===== src/rtl/m_fetch_queue_pkg.sv =====
// Shared types and constants for the instruction fetch queue.
// The entry record is {pc, fq_meta_t}; pc width is a module parameter, so it is kept outside the struct.
package m_fetch_queue_pkg;

  localparam logic [31:0] FQ_NOP = 32'h0000_0020;

  typedef struct packed {
    logic        pr;
    logic [31:0] ir;
  } fq_meta_t;

  function automatic int unsigned fq_cnt_w(input int unsigned depth);
    return $clog2(depth) + 1;
  endfunction

endpackage


===== src/rtl/m_fq_storage.sv =====
// Fetch queue entry array: synchronous write, asynchronous read at the head pointer, no reset.
module m_fq_storage
  import m_fetch_queue_pkg::*;
#(
  parameter int unsigned DEPTH = 4,
  parameter int unsigned AW    = 11,
  parameter int unsigned PW    = $clog2(DEPTH)
) (
  input  logic          clk_i,
  input  logic          we_i,
  input  logic [PW-1:0] waddr_i,
  input  logic [AW-1:0] wpc_i,
  input  fq_meta_t      wmeta_i,
  input  logic [PW-1:0] raddr_i,
  output logic [AW-1:0] rpc_o,
  output fq_meta_t      rmeta_o
);

  logic [AW-1:0] pc_q   [DEPTH];
  fq_meta_t      meta_q [DEPTH];

  always_ff @(posedge clk_i) begin
    if (we_i) begin
      pc_q[waddr_i]   <= wpc_i;
      meta_q[waddr_i] <= wmeta_i;
    end
  end

  assign rpc_o   = pc_q[raddr_i];
  assign rmeta_o = meta_q[raddr_i];

endmodule


===== src/rtl/m_fetch_queue.sv =====
// Instruction fetch queue between IF and ID: circular buffer, flush on mispredict, NOP when empty.
// Optional same-cycle bypass of an empty queue: define FETCH_QUEUE_BYPASS_EN.
module m_fetch_queue
  import m_fetch_queue_pkg::*;
#(
  parameter int unsigned DEPTH = 4,
  parameter int unsigned AW    = 11
) (
  input  logic                        w_clk,
  input  logic                        w_rst_n,
  input  logic                        w_in_valid,
  output logic                        w_in_ready,
  input  logic [AW-1:0]               w_in_pc,
  input  logic [31:0]                 w_in_ir,
  input  logic                        w_in_pr,
  output logic                        r_out_valid,
  input  logic                        w_out_ready,
  output logic [AW-1:0]               w_out_pc,
  output logic [AW-1:0]               w_out_pc4,
  output logic [31:0]                 w_out_ir,
  output logic                        w_out_pr,
  input  logic                        w_flush,
  output logic [fq_cnt_w(DEPTH)-1:0]  r_count
);

  localparam int unsigned PW = $clog2(DEPTH);
  localparam int unsigned CW = fq_cnt_w(DEPTH);

  logic [PW-1:0] head_q, head_d, tail_q, tail_d;
  logic [CW-1:0] count_q, count_d;
  logic          empty, full, byp, pass, pop, push, do_push, do_pop;
  logic [AW-1:0] rd_pc, out_pc;
  fq_meta_t      rd_meta, out_meta, in_meta;

  assign empty   = (count_q == '0);
  assign full    = (count_q == CW'(DEPTH));
  assign in_meta = '{pr: w_in_pr, ir: w_in_ir};

`ifdef FETCH_QUEUE_BYPASS_EN
  assign byp = empty && w_in_valid && !w_flush;
`else
  assign byp = 1'b0;
`endif

  assign r_out_valid = !empty || byp;
  assign pop         = r_out_valid && w_out_ready;
  assign w_in_ready  = !full || pop;
  assign push        = w_in_valid && w_in_ready;
  // A bypassed entry consumed in the same cycle never touches the array or the count.
  assign pass        = byp && w_out_ready;
  assign do_push     = push && !pass;
  assign do_pop      = pop && !empty;

  always_comb begin
    head_d  = head_q + PW'(do_pop);
    tail_d  = tail_q + PW'(do_push);
    count_d = count_q + CW'(do_push) - CW'(do_pop);
    if (w_flush) begin
      head_d  = '0;
      tail_d  = '0;
      count_d = '0;
    end
  end

  always_ff @(posedge w_clk or negedge w_rst_n) begin
    if (!w_rst_n) begin
      head_q  <= '0;
      tail_q  <= '0;
      count_q <= '0;
    end else begin
      head_q  <= head_d;
      tail_q  <= tail_d;
      count_q <= count_d;
    end
  end

  m_fq_storage #(
    .DEPTH (DEPTH),
    .AW    (AW),
    .PW    (PW)
  ) u_storage (
    .clk_i   (w_clk),
    .we_i    (do_push && !w_flush),
    .waddr_i (tail_q),
    .wpc_i   (w_in_pc),
    .wmeta_i (in_meta),
    .raddr_i (head_q),
    .rpc_o   (rd_pc),
    .rmeta_o (rd_meta)
  );

  always_comb begin
    out_pc   = rd_pc;
    out_meta = rd_meta;
    if (byp) begin
      out_pc   = w_in_pc;
      out_meta = in_meta;
    end else if (empty) begin
      out_pc   = '0;
      out_meta = '{pr: 1'b0, ir: FQ_NOP};
    end
  end

  assign w_out_pc  = out_pc;
  assign w_out_pc4 = r_out_valid ? out_pc + AW'(1) : '0;
  assign w_out_ir  = out_meta.ir;
  assign w_out_pr  = out_meta.pr;
  assign r_count   = count_q;

endmodule


===== config.mk =====
export PLATFORM = sky130hd
export DESIGN_NAME = m_fetch_queue
export DESIGN_NICKNAME = d
export VERILOG_FILES = /design/src/rtl/m_fetch_queue_pkg.sv /design/src/rtl/m_fq_storage.sv /design/src/rtl/m_fetch_queue.sv
export SDC_FILE = /design/constraint.sdc
export NUM_CORES = 1
export LEC_CHECK = 0
export CAP_MARGIN = 5
export CORE_MARGIN = 3
export CORE_UTILIZATION = 42
export DETAILED_ROUTE_END_ITERATION = 7
export REMOVE_ABC_BUFFERS = 1
export SETUP_SLACK_MARGIN = 0.15
export SKIP_CTS_REPAIR_TIMING = 1
export SLEW_MARGIN = 10
export SYNTH_ARGS = -nofsm -noshare
export SYNTH_HDL_FRONTEND = slang
export SYNTH_SLANG_ARGS = --single-unit

===== constraint.sdc =====
create_clock -name w_clk -period 13.5 [get_ports w_clk]
set_clock_uncertainty 0.05 [all_clocks]
set_input_delay 2.7 -clock w_clk [delete_from_list [all_inputs] [get_ports w_clk]]
set_output_delay 2.7 -clock w_clk [all_outputs]
set_load 0.03 [all_outputs]

After elaboration in Yosys (flattened, before gate mapping)
Memories as Yosys holds them, arrays and structs flattened. Cells that the tools add are included.

Register bits: 7. Latch bits: 0. Memory bits (writable): 176. Bits in read-only memories: 0. Output and inout bits: 60. Word-level logic and storage cells: 28. Memories: 2.

Memory list: u_storage.meta_q (depth 4, width 33, read ports 1, clocked after memory_dff 0, write ports 1, line m_fq_storage.sv:20) `fq_meta_t meta_q [DEPTH];`; u_storage.pc_q (depth 4, width 11, read ports 1, clocked after memory_dff 0, write ports 1, line m_fq_storage.sv:19) `logic [AW-1:0] pc_q [DEPTH];`.

Add/subtract/negate cells: 5. Multiply operators: 0. Divide/modulo/power cells: 0. $lt $le $gt $ge: 0. Equality and inequality tests: 1. Shifts and indexed selects: 0. Muxes and demuxes: 8. Bitwise logic cells: 0. Reduce and logical (&&, ||, !) cells: 9.

Operators with widths (count): two-way mux 33 bit (1); two-way mux 11 bit (2); adder 11 x 1 -> 11 bit, second input constant (1); adder 2 x 1 -> 2 bit (2); logical AND 1 bit (4); two-way mux 2 bit (2); adder 3 x 1 -> 3 bit (1); == test 3 bit, second input constant (1); logical NOT 1 bit (3); logical NOT 3 bit (1); two-way mux 3 bit (1); subtractor 3 x 1 -> 3 bit (1); two-way mux 1 bit (2); logical OR 1 bit (1).

Logic depth before layout (Yosys ltp)
Depth after elaboration: 8. Mapped depth: 11. Mapped depth without buffers: 11.

Modules after synthesis
From an unflattened synthesis, not the netlist that was laid out.

Cells, all modules: 352. Area total of the unflattened synthesis: 7358.3 um^2.

Modules (own cells, without submodules): m_fq_storage (instances 1, cells an instance 234, area an instance 6438.7 um^2, sequential area each 5285.1 um^2); m_fetch_queue (instances 1, cells an instance 118, area an instance 919.6 um^2, sequential area each 175.2 um^2).

Least setup slack after synthesis
OpenSTA, ideal clock, no wires.

Path type: input -> register. Start point: input port w_out_ready. End point: memory u_storage.meta_q[1][0] in the netlist's numbering, enable pin. Arrival: 7.773 ns. Data required time: 12.880 ns. Path slack: 5.107 ns. Cell stages on the path: 3. Path buffers: 0. Path through: or4b_1 nand2_1 nor4b_1.

Word-level cells in the longest chain between the ends: 6.

Ends and longest elaborated chain: start: declaration (line m_fetch_queue.sv:17) `input logic w_out_ready,`; logical AND 1 bit (line m_fetch_queue.sv:46) `assign pop = r_out_valid && w_out_ready;`; logical OR 1 bit (line m_fetch_queue.sv:47) `assign w_in_ready = !full || pop;`; logical AND 1 bit (line m_fetch_queue.sv:48) `assign push = w_in_valid && w_in_ready;`; logical AND 1 bit (line m_fetch_queue.sv:83) `.we_i (do_push && !w_flush),`; two-way mux 1 bit (line m_fq_storage.sv:23) `if (we_i) begin`; two-way mux 1 bit (not written as such) (line m_fq_storage.sv:25) `meta_q[waddr_i] <= wmeta_i;`; end: declaration (line m_fq_storage.sv:20).

Every way passes these cells.

Final worst setup path
Start point: input port w_out_ready. End point: output port w_in_ready.

Word-level cells in the longest chain between the ends: 2.

Ends and longest elaborated chain: logical AND 1 bit (line m_fetch_queue.sv:46); logical OR 1 bit (line m_fetch_queue.sv:47); end: declaration (line m_fetch_queue.sv:12) `output logic w_in_ready,`.

Every way passes these cells.

==> impl_metrics.csv <==
group,metric,value,unit
status,status,"finished clean",
drt,drt-vias-per-instance,5.10,
grt,grt_max_degree,48,
setup_path,r2r-start,"r_count[1]",
yosys,synthArstFlopShare,0.0383,
power,internal_power,1240,uW
finish,multi_input_area,1750,um2
floorplan,dieWidth,138,um
setup_path,slowest_stage,"clkdlybuf4s50_1",
min_path,hold_class,"reg -> reg",
clock_network,clock_sinks,183,
setup_path,path_cells,"clkdlybuf4s50_1, or4b_1, clkdlybuf4s50_1",
clock_network,clkLatencyLatePin,0.41,ns
floorplan,dieArea,19000,um2
yosys,synth_largest_area_cell,"edfxtp_1",
power,p_seq_frac,0.381,
floorplan,die_y,138,um
setup_path,path_delay_family,"buffers and inverters",
floorplan,io_pins,109,
setup_path,path_class,"in -> out",
power,p_clk_frac,0.266,
setup_path,r2r-end,"r_count[2]",
power,p_sw,591,uW
drt,drt-met1-wl,5990,um
min_path,hp-start,"tail_q[1]",
setup_path,worstPathRequired,10.75,ns
sta,max_freq,144,MHz
yosys,synthFlopType,"edfxtp_1",
drt,detail-route-antenna-nets,0,
placement,hpwl,7970,um
grt,grt_pass1_wl,21700,um
finish,fin_nets,530,
yosys,synth_top_area_share,0.725,
drt,wl_met2,7170,um
setup_path,crit_fanout,2,
power,combPwrFrac,0.352,
floorplan,start_util,0.435,
yosys,synth-edff-count,176,
yosys,yosys_warnings,0,
yosys,synth-seq-cells,183,
clock_network,cts_buffer_depth,2,
yosys,ys_seq_area_frac,0.749,
drt,drc_errors,0,
finish,fillers,1345,
drt,drt-pass1-iter-count,4,
clock_network,root_buffer,"clkbuf_16",
yosys,yosysUniqueCellTypes,36,
finish,area_growth,26.5,%
finish,final_common_cell,"edfxtp_1",
grt,antenna_found_initial,0,
sta,slew_viol_final,0,
grt,grt_usage,0.156,
sta,rsz0062_at_grt,"false",
sta,slew_headroom,0.271,
drt,top_layer,"met4",
drt,num_vias,3610,
finish,n_antenna_cell,0,
setup_path,critPathLaunchType,"input pin",
setup_path,cp.buffers_inverters,2,
grt,grt-ovfl-total,0,
run,cap_violations,0,
power,power_density,198,nW/um2
clock_network,htreeDepth,4,
placement,port_buffers,108,
power,p_sw_frac,0.323,
drt,met3_length,608,um
yosys,postSynthCellCount,358,
setup_path,cp.arrival,4.21,ns
yosys,avgSynthCellArea,20.4,um2
finish,regArea,5470,um2
floorplan,core,16800,um2
power,vdd_drop_max,0.144,mV
sta,finalCritPeriodShare,0.516,
placement,gp_congestion,0.700,
min_path,hold_depth,2,
sta,worst_slew_pin_slew,1.09,ns
finish,layout_common_cells,"edfxtp_1, clkdlybuf4s50_1, and2_1",
power,leakage,0.00295,uW
clock_network,cts_made_buffers,17,
sta,final_hold_viol_count,0,
setup_path,ff2ff_path_depth,12,
grt,grt_pass1_vias,3935,
sta,final-setup-viol-count,0,
sta,whs,0.613,ns
sta,period_minus_slack,6.96,ns
setup_path,cp-end-kind,"output port",
finish,layout-drive-gt1-share,0.182,
yosys,netlist_area,7290,um2
min_path,whs_endpoint,"tail_q[1]",
setup_path,crit_path_max_incr_delay,0.61,ns
drt,wl_per_cell,19.7,um
clock_network,clk_pin_slew,0.06,ns
drt,drt_iter0_markers,195,
floorplan,core.rowCount,47,
clock_network,cts_tree,"yes",
setup_path,rrSetupSlack,9.47,ns
yosys,yosys-top-cells-area,"edfxtp_1, mux4_2, and2_1, dfrtp_1, ha_1",
drt,wirelength,13900,um
sta,fin_setup_tns,0,ns
setup_path,crit_top_cell,"clkdlybuf4s50_1",
==> through the flow <==
stage | power [uW] | setup WS, ns | utilization | area (um2) | std cells
after CTS | 1860 | 6.53 | 0.550 | 9220 | 708
after floorplan | 1100 | 5.11 | - | 7200 | 342
after detailed placement | 1370 | 6.53 | 0.515 | 8630 | 676
after global routing | 1920 | 6.36 | 0.550 | 9220 | 708
final | 1830 | 6.54 | 0.550 | 9220 | 708
after global placement | 1360 | 6.54 | 0.515 | 8630 | 676
==> routing by layer <==
| layer | vias up | track usage |
|---|---|---|
| li1 | 1656 | - |
| met1 | 1858 | 0.199 |
| met2 | 85 | 0.262 |
| met3 | 11 | 0.0380 |
| met4 | 0 | 0.0516 |
| met5 | - | 0 |
==> registers in the layout, indices dropped and copies added (netlist names) <==
| signal | count |
|---|---|
| u_storage.meta_q | 132 |
| tail_q | 2 |
| head_q | 2 |
| r_count | 3 |
| u_storage.pc_q | 44 |
==> how the worst max path moves through the flow <==
stage | start | end | slack [ns] | cells after the start
4_1_cts | w_out_ready | w_in_ready | 6.53 | 3
3_3_place_gp | w_out_ready | w_in_ready | 6.54 | 3
5_1_grt | r_count[1] | w_out_pc4[8] | 6.36 | 8
3_5_place_dp | w_out_ready | w_in_ready | 6.53 | 3
6_report | w_out_ready | w_in_ready | 6.54 | 3
2_1_floorplan | w_out_ready | u_storage.meta_q[1][0] | 5.11 | 3
==> tightest hold or removal path: stages (launching register included) <==
cell and delay [ns]:
dfrtp_1 0.44, xnor2_1 0.15, nor2_1 0.04
==> cell type report <==
type                            instances  share of cell area
Inverter                                4             0.00163
Clock buffer                           19              0.0470
Sequential cell                       183               0.593
Clock inverter                         13              0.0167
Tap cell                              220              0.0299
Timing Repair Buffer                  114               0.122
Multi-Input combinational cell        155               0.190
==> synthesized netlist by cell type (all sizes together) (2+ instances only) <==
cell	number
nor4	2
clkbuf	8
nor4b	2
o211ai	2
xor2	4
and3	2
mux4	42
nor2	15
inv	4
nand2	5
a21oi	3
dfrtp	7
mux2	2
xnor2	6
nand3	2
mux2i	4
nor2b	3
edfxtp	176
and2	45
buf	8
ha	5
o21ai	3
or3	3
==> cell families after synthesis <==
kind of cell	share of synthesized area
multiplexers	0.139
flip-flops	0.749
buffers and inverters	0.0142
XOR/XNOR	0.0120
AND/OR/NAND/NOR	0.0675
adder cells (fa/ha/maj)	0.0113
AO/OA/AOI/OAI	0.00687
==> power by group through the flow <==
stage                     clock network, uW  logic (uW)  registers [uW]
after floorplan                           0         389             711
after global placement                    0         652             712
after detailed placement                  0         652             715
after CTS                               500         655             703
after global routing                    522         686             708
final                                   487         645             698
(Power assumes the default switching activity.)
